`src/rtl/uart_cmd_bridge_if.sv`:
```
// ============================================================================
//  Module      : uart_cmd_bridge_if
//  Description : Byte-in / word-out bus bundle for uart_cmd_bridge.
//                rx_valid_i/rx_data_i carry one received byte per strobe;
//                m_axis_* is the AXI-Stream style command word output.
//                modport master : bridge side (consumes bytes, produces words)
//                modport slave  : environment side (produces bytes, sinks words)
//  Revision    : 1.0  initial release
// ============================================================================
`default_nettype none

interface uart_cmd_bridge_if #(
    parameter int DATA_W = 32
);
    logic              rx_valid_i;
    logic [7:0]        rx_data_i;
    logic              m_axis_tvalid_o;
    logic              m_axis_tready_i;
    logic [DATA_W-1:0] m_axis_tdata_o;

    modport master (
        input  rx_valid_i,
        input  rx_data_i,
        input  m_axis_tready_i,
        output m_axis_tvalid_o,
        output m_axis_tdata_o
    );

    modport slave (
        output rx_valid_i,
        output rx_data_i,
        output m_axis_tready_i,
        input  m_axis_tvalid_o,
        input  m_axis_tdata_o
    );
endinterface

`default_nettype wire

```
`src/rtl/uart_cmd_bridge.sv`:
```
// ============================================================================
//  Module      : uart_cmd_bridge
//  Description : Assembles received UART bytes into DATA_W-bit command words
//                and queues them in a small FIFO toward a stream consumer.
//                A partial word idle for TIMEOUT_CYC cycles is discarded.
//  Ports       : clk        - sole clock, rising edge
//                reset_i    - synchronous active-high reset
//                bus        - uart_cmd_bridge_if.master (bytes in, words out)
//                level_o    - FIFO occupancy 0..FIFO_DEPTH
//                overflow_o - sticky, a completed word was dropped (FIFO full)
//                timeout_o  - one-cycle pulse, a partial word was discarded
//  Revision    : 1.0  initial release
// ============================================================================
`default_nettype none

module uart_cmd_bridge #(
    parameter int DATA_W      = 32,
    parameter int FIFO_DEPTH  = 4,
    parameter int MSB_FIRST   = 1,
    parameter int TIMEOUT_CYC = 250000
) (
    input  wire logic                         clk,
    input  wire logic                         reset_i,
    uart_cmd_bridge_if.master                 bus,
    output logic [$clog2(FIFO_DEPTH):0]       level_o,
    output logic                              overflow_o,
    output logic                              timeout_o
);

    localparam int c_BYTES   = DATA_W / 8;
    localparam int c_CNT_W   = (c_BYTES > 1) ? $clog2(c_BYTES) : 1;
    localparam int c_PTR_W   = $clog2(FIFO_DEPTH);
    localparam int c_LVL_W   = c_PTR_W + 1;
    localparam bit c_TO_EN   = (TIMEOUT_CYC > 0);
    localparam int c_TO_W    = (TIMEOUT_CYC > 1) ? $clog2(TIMEOUT_CYC) : 1;
    localparam int c_TO_LAST = (TIMEOUT_CYC > 0) ? TIMEOUT_CYC - 1 : 0;

    typedef enum logic [0:0] {
        S_IDLE    = 1'b0,
        S_COLLECT = 1'b1
    } state_t;

    state_t               r_state;
    state_t               w_state_nxt;
    logic [c_CNT_W-1:0]   r_byte_cnt;
    logic [c_CNT_W-1:0]   w_byte_cnt_nxt;
    logic [c_CNT_W-1:0]   w_lane;
    logic [DATA_W-1:0]    r_asm;
    logic [DATA_W-1:0]    w_word;
    logic [c_TO_W-1:0]    r_idle_cnt;
    logic                 r_timeout;
    logic                 r_overflow;
    logic                 w_last;
    logic                 w_push;
    logic                 w_timeout_hit;

    logic [DATA_W-1:0]    r_mem [FIFO_DEPTH];
    logic [c_PTR_W-1:0]   r_wr_ptr;
    logic [c_PTR_W-1:0]   r_rd_ptr;
    logic [c_LVL_W-1:0]   r_level;
    logic                 w_full;
    logic                 w_pop;
    logic                 w_wr;
    logic                 w_drop;

    // ------------------------------------------------------------------
    // Byte assembly
    // ------------------------------------------------------------------
    assign w_last = (r_byte_cnt == c_CNT_W'(c_BYTES - 1));
    assign w_lane = (MSB_FIRST != 0) ? (c_CNT_W'(c_BYTES - 1) - r_byte_cnt)
                                     : r_byte_cnt;

    // Word as it looks with the current byte merged in; on the final byte
    // this is what gets pushed, so the push needs no extra cycle.
    always_comb begin
        w_word = r_asm;
        w_word[8*int'(w_lane) +: 8] = bus.rx_data_i;
    end

    always_ff @(posedge clk) begin
        if (reset_i) begin
            r_state    <= S_IDLE;
            r_byte_cnt <= '0;
        end else begin
            r_state    <= w_state_nxt;
            r_byte_cnt <= w_byte_cnt_nxt;
        end
    end

    // A byte arriving in the expiry cycle wins over the timeout.
    always_comb begin
        w_state_nxt    = r_state;
        w_byte_cnt_nxt = r_byte_cnt;
        w_push         = 1'b0;
        w_timeout_hit  = 1'b0;
        if (bus.rx_valid_i) begin
            if (w_last) begin
                w_push         = 1'b1;
                w_byte_cnt_nxt = '0;
                w_state_nxt    = S_IDLE;
            end else begin
                w_byte_cnt_nxt = r_byte_cnt + c_CNT_W'(1);
                w_state_nxt    = S_COLLECT;
            end
        end else if (c_TO_EN && (r_state == S_COLLECT) &&
                     (r_idle_cnt == c_TO_W'(c_TO_LAST))) begin
            w_timeout_hit  = 1'b1;
            w_byte_cnt_nxt = '0;
            w_state_nxt    = S_IDLE;
        end
    end

    // Idle counter only runs while a partial word is pending.
    always_ff @(posedge clk) begin
        if (reset_i) begin
            r_idle_cnt <= '0;
            r_timeout  <= 1'b0;
        end else begin
            r_timeout <= w_timeout_hit;
            if (!c_TO_EN || bus.rx_valid_i || (r_state == S_IDLE) || w_timeout_hit)
                r_idle_cnt <= '0;
            else
                r_idle_cnt <= r_idle_cnt + c_TO_W'(1);
        end
    end

    // ------------------------------------------------------------------
    // Word FIFO
    // ------------------------------------------------------------------
    assign w_full = (r_level == c_LVL_W'(FIFO_DEPTH));
    assign w_pop  = (r_level != '0) && bus.m_axis_tready_i;
    // A pop in the same cycle frees the slot, so a full FIFO still accepts.
    assign w_wr   = w_push && (!w_full || w_pop);
    assign w_drop = w_push && w_full && !w_pop;

    // Datapath storage carries no reset; stale contents are never exposed
    // because tvalid follows the level and every lane is rewritten per word.
    always_ff @(posedge clk) begin
        if (bus.rx_valid_i)
            r_asm <= w_word;
        if (w_wr && !reset_i)
            r_mem[r_wr_ptr] <= w_word;
    end

    always_ff @(posedge clk) begin
        if (reset_i) begin
            r_wr_ptr   <= '0;
            r_rd_ptr   <= '0;
            r_level    <= '0;
            r_overflow <= 1'b0;
        end else begin
            if (w_wr)
                r_wr_ptr <= r_wr_ptr + c_PTR_W'(1);
            if (w_pop)
                r_rd_ptr <= r_rd_ptr + c_PTR_W'(1);
            case ({w_wr, w_pop})
                2'b10:   r_level <= r_level + c_LVL_W'(1);
                2'b01:   r_level <= r_level - c_LVL_W'(1);
                default: r_level <= r_level;
            endcase
            if (w_drop)
                r_overflow <= 1'b1;
        end
    end

    assign bus.m_axis_tvalid_o = (r_level != '0);
    assign bus.m_axis_tdata_o  = r_mem[r_rd_ptr];
    assign level_o             = r_level;
    assign overflow_o          = r_overflow;
    assign timeout_o           = r_timeout;

endmodule

`default_nettype wire

```
`src/flat_wrapper.sv`:
```
// flat-port wrapper written by rule: the top's interface ports become plain ports
module uart_cmd_bridge_flat 
#(
    parameter int DATA_W      = 32,
    parameter int FIFO_DEPTH  = 4,
    parameter int MSB_FIRST   = 1,
    parameter int TIMEOUT_CYC = 250000
)
  (clk, reset_i, level_o, overflow_o, timeout_o, bus_rx_valid_i, bus_rx_data_i, bus_m_axis_tready_i, bus_m_axis_tvalid_o, bus_m_axis_tdata_o);
  uart_cmd_bridge_if #(.DATA_W(DATA_W)) bus_i ();
  input  wire logic clk;
  input  wire logic reset_i;
  output logic [$clog2(FIFO_DEPTH):0] level_o;
  output logic overflow_o;
  output logic timeout_o;
  input wire logic [$bits(bus_i.rx_valid_i)-1:0] bus_rx_valid_i;
  input wire logic [$bits(bus_i.rx_data_i)-1:0] bus_rx_data_i;
  input wire logic [$bits(bus_i.m_axis_tready_i)-1:0] bus_m_axis_tready_i;
  output wire logic [$bits(bus_i.m_axis_tvalid_o)-1:0] bus_m_axis_tvalid_o;
  output wire logic [$bits(bus_i.m_axis_tdata_o)-1:0] bus_m_axis_tdata_o;
  assign bus_i.rx_valid_i = bus_rx_valid_i;
  assign bus_i.rx_data_i = bus_rx_data_i;
  assign bus_i.m_axis_tready_i = bus_m_axis_tready_i;
  assign bus_m_axis_tvalid_o = bus_i.m_axis_tvalid_o;
  assign bus_m_axis_tdata_o = bus_i.m_axis_tdata_o;
  uart_cmd_bridge #(.DATA_W(DATA_W), .FIFO_DEPTH(FIFO_DEPTH), .MSB_FIRST(MSB_FIRST), .TIMEOUT_CYC(TIMEOUT_CYC)) u_core (.clk(clk), .reset_i(reset_i), .bus(bus_i), .level_o(level_o), .overflow_o(overflow_o), .timeout_o(timeout_o));
endmodule
```
`config.mk`:
```
export PLATFORM = sky130hd
export DESIGN_NAME = uart_cmd_bridge_flat
export DESIGN_NICKNAME = d
export VERILOG_FILES = /design/src/rtl/uart_cmd_bridge_if.sv /design/src/rtl/uart_cmd_bridge.sv /design/src/flat_wrapper.sv
export SDC_FILE = /design/constraint.sdc
export NUM_CORES = 1
export LEC_CHECK = 0
export ABC_AREA = 0
export CAP_MARGIN = 20
export CORE_UTILIZATION = 55
export CTS_CLUSTER_DIAMETER = 40
export CTS_CLUSTER_SIZE = 16
export DETAILED_ROUTE_END_ITERATION = 10
export PLACE_DENSITY = 0.76
export RECOVER_POWER = 25
export SLEW_MARGIN = 20
export SYNTH_ARGS = -nofsm -noshare
export SYNTH_HDL_FRONTEND = slang
export SYNTH_SLANG_ARGS = --single-unit
```
`constraint.sdc`:
```
create_clock -name clk -period 3.55 [get_ports clk]
set_input_delay 0.71 -clock clk [delete_from_list [all_inputs] [get_ports clk]]
set_output_delay 0.71 -clock clk [all_outputs]
set_load 0.1 [all_outputs]
```
# ---- Word-level counts from Yosys, hierarchy flattened
# Memories as Yosys holds them, arrays and structs flattened. A register that Yosys moved wholly into a read port is not among the register bits.
# Index checks and enable logic that the tools add are counted.
dict set report classes {
  shifts 2
  n_eq_ne 5
  n_bitwise 1
  n_mux 16
  add_sub_neg 8
  reduce_logical 16
}
# op n
set ops {}
lappend ops {{$neg A5 Y33} 1}
lappend ops {{$shift A8 B33 Y32 const A} 1}
lappend ops {{$shiftx A8 B33 Y32} 1}
lappend ops {{$bwmux W32} 1}
lappend ops {{$add A18 B1 Y18 const B} 1}
lappend ops {{$eq A18 B18 Y1 const B} 1}
lappend ops {{$mux W2} 5}
lappend ops {{$mux W1} 9}
lappend ops {{$add A2 B1 Y2 const B} 3}
lappend ops {{$logic_and A1 B1 Y1} 6}
lappend ops {{$pmux W3 S2} 1}
lappend ops {{$eq A2 B2 Y1 const B} 2}
lappend ops {{$reduce_bool A2 Y1} 2}
lappend ops {{$add A3 B1 Y3 const B} 1}
lappend ops {{$eq A3 B3 Y1 const B} 1}
lappend ops {{$logic_not A1 Y1} 3}
lappend ops {{$logic_or A1 B1 Y1} 3}
lappend ops {{$reduce_bool A3 Y1} 1}
lappend ops {{$sub A3 B1 Y3 const B} 1}
lappend ops {{$eq A2 B1 Y1 const B} 1}
lappend ops {{$reduce_or A2 Y1} 1}
lappend ops {{$sub A2 B2 Y2 const A} 1}
lappend ops {{$not A1 Y1} 1}
dict set report word_totals {
  regBits 62
  out_inout_bits 38
  in_bits 12
  n_memories 1
  elab_cells 58
  ram_bits 128
}
# memory depth word_bits rd rd_clocked_by_memory_dff wr line
set mem_list {}
lappend mem_list {u_core.r_mem 4 32 1 1 1 uart_cmd_bridge.sv:57} ;# logic [DATA_W-1:0] r_mem [FIFO_DEPTH];

# ---- Depth between registers and ports, before layout
dict set report logic_depth {
  depth_word 7
  ltp_mapped 9
  ltp_nobuf 8
}

# ---- Least setup slack after synthesis
# Ideal clock, no wire load.
dict set report synth_timing {
  path_type {register -> register}
  from {reg u_core.r_level[0] (netlist: u_core.level_o[0])}
  to {reg u_core.r_level[2] (netlist: u_core.level_o[2])}
  period_less_slack_ps 3716
  t_required_ps 3418
  path_stages_with_launch 9
  t_arrival_ps 3584
  setup_slack_ps -166
  cell_sequence {dfxtp_1 -> or3_1 -> clkbuf_1 -> and3_1 -> inv_1 -> fa_1 -> or3_1 -> a31oi_1 -> a21oi_1}
}
dict set report synth_via {
  elab_chain_cells 6
  elab_cells_between_ends 12
  cone_classes {2 x add/sub; 3 x eq/ne; 1 x mux; 6 x reduce/logical}
}
# item line
set synth_rtl {}
lappend synth_rtl {{start: declaration} uart_cmd_bridge.sv:60} ;# logic [c_LVL_W-1:0] r_level;
lappend synth_rtl {{start signal: assignment} uart_cmd_bridge.sv:157} ;# 2'b10: r_level <= r_level + c_LVL_W'(1);
lappend synth_rtl {{start signal: assignment} uart_cmd_bridge.sv:158} ;# 2'b01: r_level <= r_level - c_LVL_W'(1);
lappend synth_rtl {{start signal: assignment} uart_cmd_bridge.sv:159} ;# default: r_level <= r_level;
lappend synth_rtl {{$reduce_bool A3 Y1 (*)} n/a}
lappend synth_rtl {{named net bus_m_axis_tvalid_o} flat_wrapper.sv:19} ;# output wire logic [$bits(bus_i.m_axis_tvalid_o)-1:0] bus_m_axis_tvalid_o;
lappend synth_rtl {{$logic_and A1 B1 Y1 (*)} uart_cmd_bridge.sv:131} ;# assign w_pop = (r_level != '0) && bus.m_axis_tready_i;
lappend synth_rtl {{$logic_or A1 B1 Y1} uart_cmd_bridge.sv:133} ;# assign w_wr = w_push && (!w_full || w_pop);
lappend synth_rtl {{$logic_and A1 B1 Y1} uart_cmd_bridge.sv:133}
lappend synth_rtl {{$eq A2 B1 Y1 / $eq A2 B2 Y1 (equally long branches)} uart_cmd_bridge.sv:156} ;# case ({w_wr, w_pop})
lappend synth_rtl {{$pmux W3 S2 / $reduce_bool A2 Y1 (equally long branches)} n/a}
# Mark *: on every way through the listed nets, which the timed path passes. The rest lies on a longest branch.
# A chain may end at the register's enable or synchronous reset.

# ---- Final worst setup path
dict set report layout_timing {
  from {in bus_rx_valid_i}
  to {reg u_core.r_state}
}
dict set report layout_via {
  elab_chain_cells 1
  elab_cells_between_ends 2
  cone_classes {1 x mux; 1 x reduce/logical}
}
# item line
set layout_rtl {}
lappend layout_rtl {{start: declaration} flat_wrapper.sv:16} ;# input wire logic [$bits(bus_i.rx_valid_i)-1:0] bus_rx_valid_i;
lappend layout_rtl {{$mux W1 / $reduce_bool A2 Y1 (equally long branches)} n/a}
lappend layout_rtl {{end signal: assignment} uart_cmd_bridge.sv:85} ;# r_state <= w_state_nxt;
lappend layout_rtl {{end: declaration} uart_cmd_bridge.sv:43} ;# state_t r_state;
# Parallel ways exist; a longest one is shown, timed or not.

==> flow_results.xml <==
<?xml version="1.0" encoding="UTF-8"?>
<metrics>
  <group name="synthesis">
    <metric name="seq_area_frac_synth" unit="%">71.8</metric>
    <metric name="post-synth-top-count-cell" unit="">sky130_fd_sc_hd__edfxtp_1</metric>
    <metric name="synth.net_count" unit="">502</metric>
    <metric name="synthCells" unit="">479</metric>
    <metric name="syn_area" unit="µm²">7580</metric>
    <metric name="ys.warnings.count" unit="">0</metric>
    <metric name="synth_async_sr_flop_share" unit="%">0</metric>
    <metric name="synth_top_area_share" unit="%">63.3</metric>
    <metric name="ys_top_cells_by_area" unit="">sky130_fd_sc_hd__edfxtp_1, sky130_fd_sc_hd__mux4_2, sky130_fd_sc_hd__dfxtp_1</metric>
    <metric name="postSynth.topFlopCell" unit="">sky130_fd_sc_hd__edfxtp_1</metric>
    <metric name="synthDistinctLibCells" unit="">44</metric>
    <metric name="synthDominantAreaCellType" unit="">sky130_fd_sc_hd__edfxtp_1</metric>
    <metric name="ffs_latches_synth" unit="">192</metric>
    <metric name="number_of_enable_type_register_cells_in_the_synthesized_netlist" unit="">160</metric>
    <metric name="synth.top_cells.by_count" unit="">sky130_fd_sc_hd__edfxtp_1, sky130_fd_sc_hd__inv_1, sky130_fd_sc_hd__nand2_1, sky130_fd_sc_hd__o21ai_0</metric>
    <metric name="syn_area_per_cell" unit="µm²">15.8</metric>
  </group>
  <group name="cells_and_area">
    <metric name="seq_area" unit="µm²">5450</metric>
    <metric name="fill_cells" unit="">940</metric>
    <metric name="finalCoreUtilization" unit="%">66.0</metric>
    <metric name="multi_input_area" unit="µm²">1930</metric>
    <metric name="antenna_cells_inserted" unit="">0</metric>
    <metric name="post_route_cells_drive_above_1_share" unit="%">19.4</metric>
    <metric name="syn_to_final_growth" unit="%">16.1</metric>
    <metric name="design.final.nets" unit="">566</metric>
  </group>
  <group name="routing">
    <metric name="detail_route.drc_violations" unit="">0</metric>
    <metric name="dr.pass1.iters" unit="">5</metric>
    <metric name="drt_first_iter_violations" unit="">380</metric>
    <metric name="wire_per_inst" unit="µm">19.7</metric>
    <metric name="vias_after_detailed_routing" unit="">4159</metric>
    <metric name="postRouteAntennaNets" unit="">0</metric>
    <metric name="totalWireLength" unit="µm">14400</metric>
    <metric name="routed_via_density" unit="">5.68</metric>
  </group>
  <group name="setup_path">
    <metric name="critPathSlowestCell" unit="">sky130_fd_sc_hd__clkbuf_1</metric>
    <metric name="critical_path.startpoint_type" unit="">primary input</metric>
    <metric name="path_class" unit="">primary input to flip-flop</metric>
    <metric name="cp.required" unit="ps">3820</metric>
    <metric name="worst-path-max-fanout" unit="">38</metric>
    <metric name="critical-path-max-stage-delay" unit="ps">1560</metric>
    <metric name="critPathArrivalTime" unit="ps">3310</metric>
    <metric name="crit_chain" unit="">buf_2 -&gt; clkbuf_1 -&gt; nor2_1 -&gt; o211ai_2 -&gt; o21ai_0</metric>
    <metric name="setup.worst_path.end_class" unit="">flip-flop</metric>
  </group>
  <group name="power">
    <metric name="cellPowerDensity" unit="nW/µm²">709</metric>
    <metric name="p_leak" unit="nW">2.94</metric>
    <metric name="ir_drop" unit="mV">0.584</metric>
  </group>
  <group name="global_route">
    <metric name="use_met3" unit="%">4.55</metric>
    <metric name="initial_antenna_violation_count" unit="">0</metric>
    <metric name="met2_usage" unit="%">36.6</metric>
    <metric name="grt_start_max_net_pins" unit="">39</metric>
    <metric name="global_route.usage.total" unit="%">22.1</metric>
    <metric name="grt_first_pass_wirelength" unit="µm">23000</metric>
    <metric name="grt_pass1_vias" unit="">4265</metric>
    <metric name="grt_use_met1" unit="%">28.9</metric>
    <metric name="grt_remaining_overflow" unit="">0</metric>
    <metric name="grt-busiest-layer" unit="">met2</metric>
  </group>
  <group name="outcome">
    <metric name="status" unit="">complete, but fails checks</metric>
    <metric name="failed_checks" unit="">capacitance limit, slew limit</metric>
  </group>
  <group name="place">
    <metric name="gp_congestion" unit="">0.796</metric>
    <metric name="place.port_buffers" unit="">49</metric>
    <metric name="place.detailed.hpwl" unit="µm">8470</metric>
  </group>
  <group name="clock_tree">
    <metric name="cts_root_buf" unit="">sky130_fd_sc_hd__clkbuf_16</metric>
    <metric name="tritoncts" unit="">yes</metric>
    <metric name="cts_made_buffers" unit="">17</metric>
    <metric name="cts_setup_buffers" unit="">0</metric>
    <metric name="postCtsHoldBufs" unit="">0</metric>
    <metric name="insertion_delay" unit="ps">430</metric>
    <metric name="ctsHtreeMaxLevel" unit="">4</metric>
    <metric name="worst_setup_hold_path_clk_slew" unit="ps">70</metric>
    <metric name="cts.sinks" unit="">192</metric>
    <metric name="largest_buffer_count_on_any_clock_path" unit="">2</metric>
    <metric name="cts-resized-gates" unit="">0</metric>
  </group>
  <group name="timing">
    <metric name="max_freq" unit="MHz">329</metric>
    <metric name="max_slew_margin" unit="%">-43.3</metric>
    <metric name="post-route-period-util" unit="%">85.7</metric>
    <metric name="grt_setup_unrepaired" unit="">no</metric>
    <metric name="maxSlewViolCount" unit="">39</metric>
    <metric name="fin_tns_setup" unit="ps">0</metric>
    <metric name="final.setup_skew" unit="ps">15.0</metric>
    <metric name="post-route-min-period" unit="ps">3040</metric>
    <metric name="finalHoldViolCount" unit="">0</metric>
    <metric name="final-setup-viol-count" unit="">0</metric>
    <metric name="worst_pin_slew" unit="ps">2150</metric>
  </group>
  <group name="worst_hold_path">
    <metric name="min_path_type" unit="">flip-flop to flip-flop</metric>
  </group>
  <group name="die">
    <metric name="die-height" unit="µm">119</metric>
    <metric name="core.rowCount" unit="">42</metric>
    <metric name="floorplan.initialDensity" unit="%">56.8</metric>
    <metric name="core_area" unit="µm²">13300</metric>
    <metric name="floorplan.die.width" unit="µm">119</metric>
    <metric name="ioPinCount" unit="">50</metric>
    <metric name="design.die.area" unit="µm²">14300</metric>
  </group>
  <group name="job">
    <metric name="cap_viol_max_count" unit="">1</metric>
  </group>
</metrics>
-- per-stage QoR --
stage / setup WS, ps / hold slack [ps] / instances / total power [W] / area [µm²]
final: 509 / 482 / 732 / 0.00624 / 8810
after global routing: 361 / 504 / 732 / 0.00644 / 8810
after CTS: 556 / 480 / 732 / 0.00628 / 8810
after detailed placement: 716 / 471 / 700 / 0.00444 / 8240
after global placement: 790 / 452 / 700 / 0.00441 / 8240
after floorplan: 334 / 437 / 479 / 0.00408 / 7590
-- worst max-delay path, delay by kind of cell --
kind                   cells  cell delay, ps
buffers and inverters      2            1720
AO/OA/AOI/OAI              2             630
AND/OR/NAND/NOR            1             230
-- report_power, final --
part	internal [W]	switching [W]	leakage, nW
sequential	0.00254	0.0000866	1.74
combinational	0.000464	0.00128	0.937
clock	0.00109	0.000771	0.271
total	0.00410	0.00214	2.94
-- layout make-up --
cell class / instances / area share, %
Clock buffer: 19 / 4.92
Clock inverter: 13 / 1.65
Inverter: 42 / 1.79
Multi-Input combinational cell: 232 / 21.9
Sequential cell: 192 / 61.8
Tap cell: 176 / 2.50
Timing Repair Buffer: 58 / 5.40
-- path summary, 6_finish.rpt --
| check | cells past startpoint | slack, ps | from | endpoint |
|---|---|---|---|---|
| worst min-delay path | 2 | 480 | u_core.r_idle_cnt[17] | u_core.r_idle_cnt[17] |
| worst max register to register | 5 | 990 | u_core.r_byte_cnt[0] | u_core.r_mem[0][5] |
| worst min register to register | 2 | 480 | u_core.r_idle_cnt[17] | u_core.r_idle_cnt[17] |
| worst max-delay path | 5 | 510 | bus_rx_valid_i | u_core.r_state |
-- routing by layer --
metal	share of wire [%]	vias to the layer above
met2	51	128
met1	42	2085
met5	0	-
met4	1.7	0
met3	4.9	18
li1	-	1928
-- flip-flops by register name (all words and copies together), names as in the netlist, named ones only --
name               flops
u_core.r_rd_ptr        2
u_core.r_asm          32
u_core.r_idle_cnt     18
u_core.r_state         1
u_core.level_o         3
u_core.r_mem         128
u_core.r_byte_cnt      2
u_core.r_wr_ptr        2
u_core.overflow_o      1
u_core.timeout_o       1
-- layout by cell type, fill, tap and decap left out, types with 7 or more instances in the layout --
cell type / count
sky130_fd_sc_hd__a21oi_1: 9
sky130_fd_sc_hd__buf_4: 39
sky130_fd_sc_hd__clkbuf_16: 17
sky130_fd_sc_hd__clkdlybuf4s50_1: 14
sky130_fd_sc_hd__dfxtp_1: 31
sky130_fd_sc_hd__edfxtp_1: 160
sky130_fd_sc_hd__ha_1: 10
sky130_fd_sc_hd__inv_1: 42
sky130_fd_sc_hd__mux4_2: 32
sky130_fd_sc_hd__nand2_1: 41
sky130_fd_sc_hd__nor2_1: 25
sky130_fd_sc_hd__nor3_1: 7
sky130_fd_sc_hd__o21ai_0: 37
sky130_fd_sc_hd__xnor2_1: 10
-- cell families after synthesis --
| group | count (synthesis) | share of synthesized area, % |
|---|---|---|
| muxes | 32 | 9.50 |
| DFF | 192 | 71.8 |
| buffers and inverters | 55 | 2.79 |
| xor gates and xnor gates | 16 | 1.85 |
| AOI/OAI and AO/OA | 56 | 4.07 |
| adders and majority gates | 11 | 1.91 |
| and+or+nand+nor | 117 | 8.08 |
(Power assumes the default switching activity.)
